`src/rtl/game_pkg.sv`:
```
// Shared game types and constants for the tile spawner and its neighbours.
package game_pkg;

  localparam int TILE_W  = 12;
  localparam int BOARD_N = 4;

  // board[row][col] holds one tile value, 0 = empty
  typedef logic [BOARD_N-1:0][BOARD_N-1:0][TILE_W-1:0] tile_matrix_t;

  typedef enum logic [1:0] {IDLE, SCAN, PROBE, DONE} spawn_state_t;

  localparam logic [15:0]       LFSR_SEED  = 16'hACE1;
  localparam logic [15:0]       LFSR_TAPS  = 16'hB400;
  localparam logic [TILE_W-1:0] SPAWN_TWO  = 12'd2;
  localparam logic [TILE_W-1:0] SPAWN_FOUR = 12'd4;

  // One right-shifting Galois step: feed the shifted-out bit back through the taps.
  function automatic logic [15:0] lfsr_step(input logic [15:0] s);
    return s[0] ? ((s >> 1) ^ LFSR_TAPS) : (s >> 1);
  endfunction

endpackage

```
`src/rtl/lfsr16.sv`:
```
// Free-running 16-bit Galois LFSR; advances every clock, reseeds on reset.
module lfsr16
  import game_pkg::*;
(
  input  logic        clk,
  input  logic        rst,
  output logic [15:0] q
);

  // Step the LFSR every cycle regardless of what the consumer is doing.
  always_ff @(posedge clk or posedge rst) begin
    if (rst) q <= LFSR_SEED;
    else     q <= lfsr_step(q);
  end

endmodule

```
`src/rtl/tile_spawner.sv`:
```
// Spawns one new tile into an empty cell of the board after a move.
// SCAN counts empty cells one per cycle; PROBE walks from a random start
// cell to the first empty one and writes the spawn value there.
// Optional build macro TILE_SPAWNER_FOUR_EN: spawn a 4 instead of a 2 when
// lfsr[6:4] is all ones at the write cycle (about 1 in 8 spawns).
module tile_spawner
  import game_pkg::*;
(
  input  logic         clk,
  input  logic         rst,
  input  logic         start,
  input  logic         moved,
  input  tile_matrix_t matrix_in,
  output tile_matrix_t matrix_out,
  output logic         busy,
  output logic         done,
  output logic         full
);

  spawn_state_t      state, state_n;
  tile_matrix_t      board;
  logic [4:0]        cnt;
  logic [4:0]        cnt_sum;
  logic [3:0]        idx;
  logic [3:0]        ptr;
  logic              moved_q;
  logic [15:0]       lfsr;
  logic              scan_zero;
  logic              probe_zero;
  logic [TILE_W-1:0] spawn_val;

  lfsr16 u_lfsr (
    .clk (clk),
    .rst (rst),
    .q   (lfsr)
  );

  assign scan_zero  = (board[idx[3:2]][idx[1:0]] == '0);
  assign probe_zero = (board[ptr[3:2]][ptr[1:0]] == '0);
  // count including the cell being scanned this cycle, so cell 15 is seen
  assign cnt_sum    = cnt + {4'd0, scan_zero};
  assign busy       = (state != IDLE);

`ifdef TILE_SPAWNER_FOUR_EN
  assign spawn_val = (lfsr[6:4] == 3'b111) ? SPAWN_FOUR : SPAWN_TWO;
  logic unused_lfsr;
  assign unused_lfsr = ^lfsr[15:7];
`else
  assign spawn_val = SPAWN_TWO;
  logic unused_lfsr;
  assign unused_lfsr = ^lfsr[15:4];
`endif

  // State register; reset abandons any pass in flight.
  always_ff @(posedge clk or posedge rst) begin
    if (rst) state <= IDLE;
    else     state <= state_n;
  end

  // Next-state: full scan of 16 cells, then probe only if a spawn is needed.
  always_comb begin
    state_n = state;
    case (state)
      IDLE:  if (start) state_n = SCAN;
      SCAN:  if (idx == 4'd15)
               state_n = (cnt_sum == 5'd0 || !moved_q) ? DONE : PROBE;
      PROBE: if (probe_zero) state_n = DONE;
      DONE:  state_n = IDLE;
      default: state_n = IDLE;
    endcase
  end

  // Datapath: latch the board, count empties, probe and write, publish result.
  always_ff @(posedge clk or posedge rst) begin
    if (rst) begin
      board      <= '0;
      matrix_out <= '0;
      cnt        <= '0;
      idx        <= '0;
      ptr        <= '0;
      moved_q    <= 1'b0;
      full       <= 1'b0;
      done       <= 1'b0;
    end else begin
      done <= 1'b0;
      case (state)
        IDLE: if (start) begin
          board   <= matrix_in;
          moved_q <= moved;
          full    <= 1'b0;
          cnt     <= '0;
          idx     <= '0;
        end
        SCAN: begin
          cnt <= cnt_sum;
          idx <= idx + 4'd1;
          if (idx == 4'd15) begin
            if (cnt_sum == 5'd0)  full <= 1'b1;
            else if (moved_q)     ptr  <= lfsr[3:0];
          end
        end
        PROBE: begin
          // nonzero count guarantees an empty cell within 16 steps
          if (probe_zero) board[ptr[3:2]][ptr[1:0]] <= spawn_val;
          else            ptr <= ptr + 4'd1;
        end
        DONE: begin
          done       <= 1'b1;
          matrix_out <= board;
        end
        default: ;
      endcase
    end
  end

endmodule

```
`config.mk`:
```
export PLATFORM = sky130hd
export DESIGN_NAME = tile_spawner
export DESIGN_NICKNAME = d
export VERILOG_FILES = /design/src/rtl/game_pkg.sv /design/src/rtl/lfsr16.sv /design/src/rtl/tile_spawner.sv
export SDC_FILE = /design/constraint.sdc
export NUM_CORES = 1
export LEC_CHECK = 0
export CORE_MARGIN = 2
export CORE_UTILIZATION = 45
export CTS_CLUSTER_DIAMETER = 100
export CTS_CLUSTER_SIZE = 8
export DETAILED_ROUTE_END_ITERATION = 7
export PLACE_DENSITY = 0.88
export SETUP_SLACK_MARGIN = 0.2
export SLEW_MARGIN = 20
export SYNTH_ARGS = -nofsm -noshare
export SYNTH_HDL_FRONTEND = slang
export SYNTH_HIERARCHICAL = 1
export SYNTH_SLANG_ARGS = --single-unit
```
`constraint.sdc`:
```
create_clock -name clk -period 14.7 [get_ports clk]
set_input_delay 4.41 -clock clk [delete_from_list [all_inputs] [get_ports clk]]
set_output_delay 4.41 -clock clk [all_outputs]
set_load 0.05 [all_outputs]
```
==> results_dict.tcl <==
set metrics [dict create \
    cts_tree "done" \
    syn_area_um2 16800 \
    fin_setup_tns_ns 0 \
    clock_sinks 418 \
    cts_max_path_buffers 3 \
    post_cts_buffers 0 \
    worst-path-max-fanout 73 \
    start_util 0.458 \
    setup.worst_path.end_class "flop" \
    min_period_ns 7.29 \
    fin_crit_sh 0.496 \
    layout-drive-gt1-share 0.190 \
    insertion_delay_ns 0.59 \
    vdd_drop_max_mv 0.158 \
    synth-async-reset-ratio 1.00 \
    clk_pin_slew_worst_paths_ns 0.05 \
    tightest_slew_ns 1.12 \
    layout_setup_ws_ns 7.41 \
    cts_buffers 58 \
    drc_errors 0 \
    grt-ovfl-total 0 \
    grt_pass1_wl_mm 76.2 \
    ctsHoldBuffers 0 \
    p_leak_nw 10.0 \
    place_congestion 0.921 \
    status "complete, no violations" \
    antenna_found_initial 2 \
    multiInputGateArea_um2 5820 \
    worst-setup-path-type "primary input to flop" \
    pin_count 391 \
    mappedNetlistNets 1389 \
    synth_ff_type "dfrtp_1" \
    dieWidth_um 197 \
    wl_per_cell_um 24.2 \
    core_um2 36700 \
    postCtsResizedCells 0 \
    syn_avg_cell_area_um2 14.2 \
    drt-initial-drc-count 838 \
    vias 12082 \
    finClkSkew_ns 0.0298 \
    dieArea_um2 38900 \
    syn2layout_area_growth_pct 34.7 \
    slew_viol_final 0 \
    routed_wl_mm 50.0 \
    drtAntennaViolNets 0 \
    drv_cap 0 \
    final-hold-violation-count 0 \
    rows 70 \
    root_buffer "clkbuf_16" \
    grt_pass1_vias 12885 \
    cp-start-kind "primary input" \
    r2r_start "board[144]$_DFFE_PP0P_" \
    synth_enable_flop_cells 0 \
    fillCellCount 2665 \
    rsz0062_at_grt "false" \
    ys_seq_elements 418 \
    crit_arrival_ns 7.80 \
    slew-limit-headroom 0.246 \
    grt_max_degree 202 \
    io_buffers 390 \
    syn_inst 1182 \
    routed_via_density 5.85 \
    post-place-ws_ns 6.89 \
    startpoint "start" \
    power_density_nw_per_um2 263 \
    fin_nets 1780 \
    yosysUniqueCellTypes 65 \
    ctsHtreeMaxLevel 2 \
    finalSetupViolations 0 \
    max_freq_mhz 137 \
    hold_class "flop to flop" \
    cp_data_required_time_ns 15.20 \
    regArea_um2 10500 \
    die-height_um 197 \
    drt_pass1_iterations 5 \
    power_w 0.00595 \
    grt_util_all_layers 0.258 \
    hold_start "u_lfsr/q[4]$_DFF_PP0_" \
    ys_seq_area_frac 0.623 \
    ys_warn_count 6 \
    hpwl_mm 34.4 \
]
-- synthesized netlist by cell type, types with 3 or more instances --
| cell | count | share of area |
|---|---|---|
| a211oi_1 | 3 | 0.0013 |
| a21o_1 | 3 | 0.0013 |
| a21oi_1 | 25 | 0.0074 |
| a22o_1 | 183 | 0.095 |
| a22oi_1 | 7 | 0.0031 |
| a32o_1 | 3 | 0.0018 |
| and3_1 | 3 | 0.0011 |
| buf_6 | 16 | 0.011 |
| clkbuf_1 | 52 | 0.012 |
| dfrtp_1 | 410 | 0.61 |
| dfstp_2 | 8 | 0.013 |
| ha_1 | 11 | 0.0082 |
| inv_1 | 28 | 0.0063 |
| mux2_2 | 193 | 0.13 |
| mux2i_1 | 6 | 0.0036 |
| nand2_1 | 19 | 0.0042 |
| nand2b_1 | 4 | 0.0015 |
| nand3_1 | 15 | 0.0045 |
| nand3_4 | 16 | 0.017 |
| nand4_1 | 5 | 0.0019 |
| nor2_1 | 34 | 0.0076 |
| nor3_1 | 12 | 0.0036 |
| nor4_1 | 34 | 0.013 |
| o21ai_0 | 20 | 0.0060 |
| o21ai_1 | 3 | 0.00089 |
| o311ai_0 | 4 | 0.0021 |
| or4_1 | 14 | 0.0063 |
| xor2_1 | 3 | 0.0016 |
-- where the power goes --
group | total (W) | internal [W] | leakage [nW] | switching, W
Combinational | 0.00276 | 0.00110 | 4.01 | 0.00166
Clock | 0.00120 | 0.000721 | 0.763 | 0.000475
Sequential | 0.00200 | 0.00163 | 5.26 | 0.000370
Total | 0.00595 | 0.00344 | 10.0 | 0.00250
-- layout make-up --
class                      count  share of cell area
inverter                      30             0.00514
multi-input combinational    661               0.257
clock buffer                  82              0.0690
clock inverter                 2            0.000774
antenna                        2            0.000221
tap                          468              0.0259
timing repair buffer         404               0.179
sequential                   418               0.463
-- kinds of logic (layout without fill, tap and decap cells) --
logic type | Yosys count | count (layout) | synth area share
xor+xnor | 3 | 3 | 0.00156
buf+inv | 103 | 518 | 0.0322
mux | 202 | 202 | 0.136
simple gates | 170 | 170 | 0.0661
fa+ha+maj | 11 | 11 | 0.00819
compound gates | 275 | 275 | 0.133
flops | 418 | 418 | 0.623
other cells | 0 | 2 | 0
-- sequential cells by signal, summed over array words and instances (netlist names), 2 cells and up --
signal	cells
cnt	5
board	192
idx	4
u_lfsr/q	16
matrix_out	192
ptr	4
state	2
-- per-stage QoR --
stage	util	instance area [µm²]	instances	hold WS [ns]
2_1_floorplan	-	16800	1182	0.331
3_3_place_gp	0.572	21000	1979	0.337
3_5_place_dp	0.573	21000	1980	0.340
4_1_cts	0.616	22600	2064	0.336
5_1_grt	0.617	22600	2067	0.344
6_report	0.617	22600	2067	0.341
-- worst max-delay path, cell delays in order --
cell,delay (ns)
clkdlybuf4s50_1,0.57
inv_1,0.15
nor2_4,0.65
buf_16,0.24
buf_4,0.57
buf_4,0.77
a22o_1,0.28
-- routing by layer --
layer  global-route usage  wire (µm)
met1                0.320      19600
met2                0.416      23800
met3               0.0715       4280
met4                0.130       2370
met5                    0          0
-- worst paths after layout --
path | end | slack [ns] | cells after the start
worst max-delay path | board[122]$_DFFE_PP0P_ | 7.41 | 7
worst max register to register | ptr[0]$_DFFE_PP0P_ | 10.27 | 15
worst min register to register | u_lfsr/q[3]$_DFF_PP0_ | 0.34 | 0
min in group asynchronous | u_lfsr/q[14]$_DFF_PP0_ | 4.29 | 2
max in group asynchronous | matrix_out[158]$_DFFE_PP0P_ | 8.91 | 4
worst min-delay path | u_lfsr/q[3]$_DFF_PP0_ | 0.34 | 0
-- cells in the final DEF (no fill, tap or decap), drive strengths merged, types with 14 or more instances in the layout --
cell type / n
o21ai: 23
a21oi: 25
nor2: 34
buf: 14
clkdlybuf4s50: 390
or4: 14
a22o: 183
nor4: 34
clkbuf: 82
nand2: 20
inv: 30
dfrtp: 410
nand3: 32
mux2: 195
No activity file was read; power rests on OpenSTA's default activity.
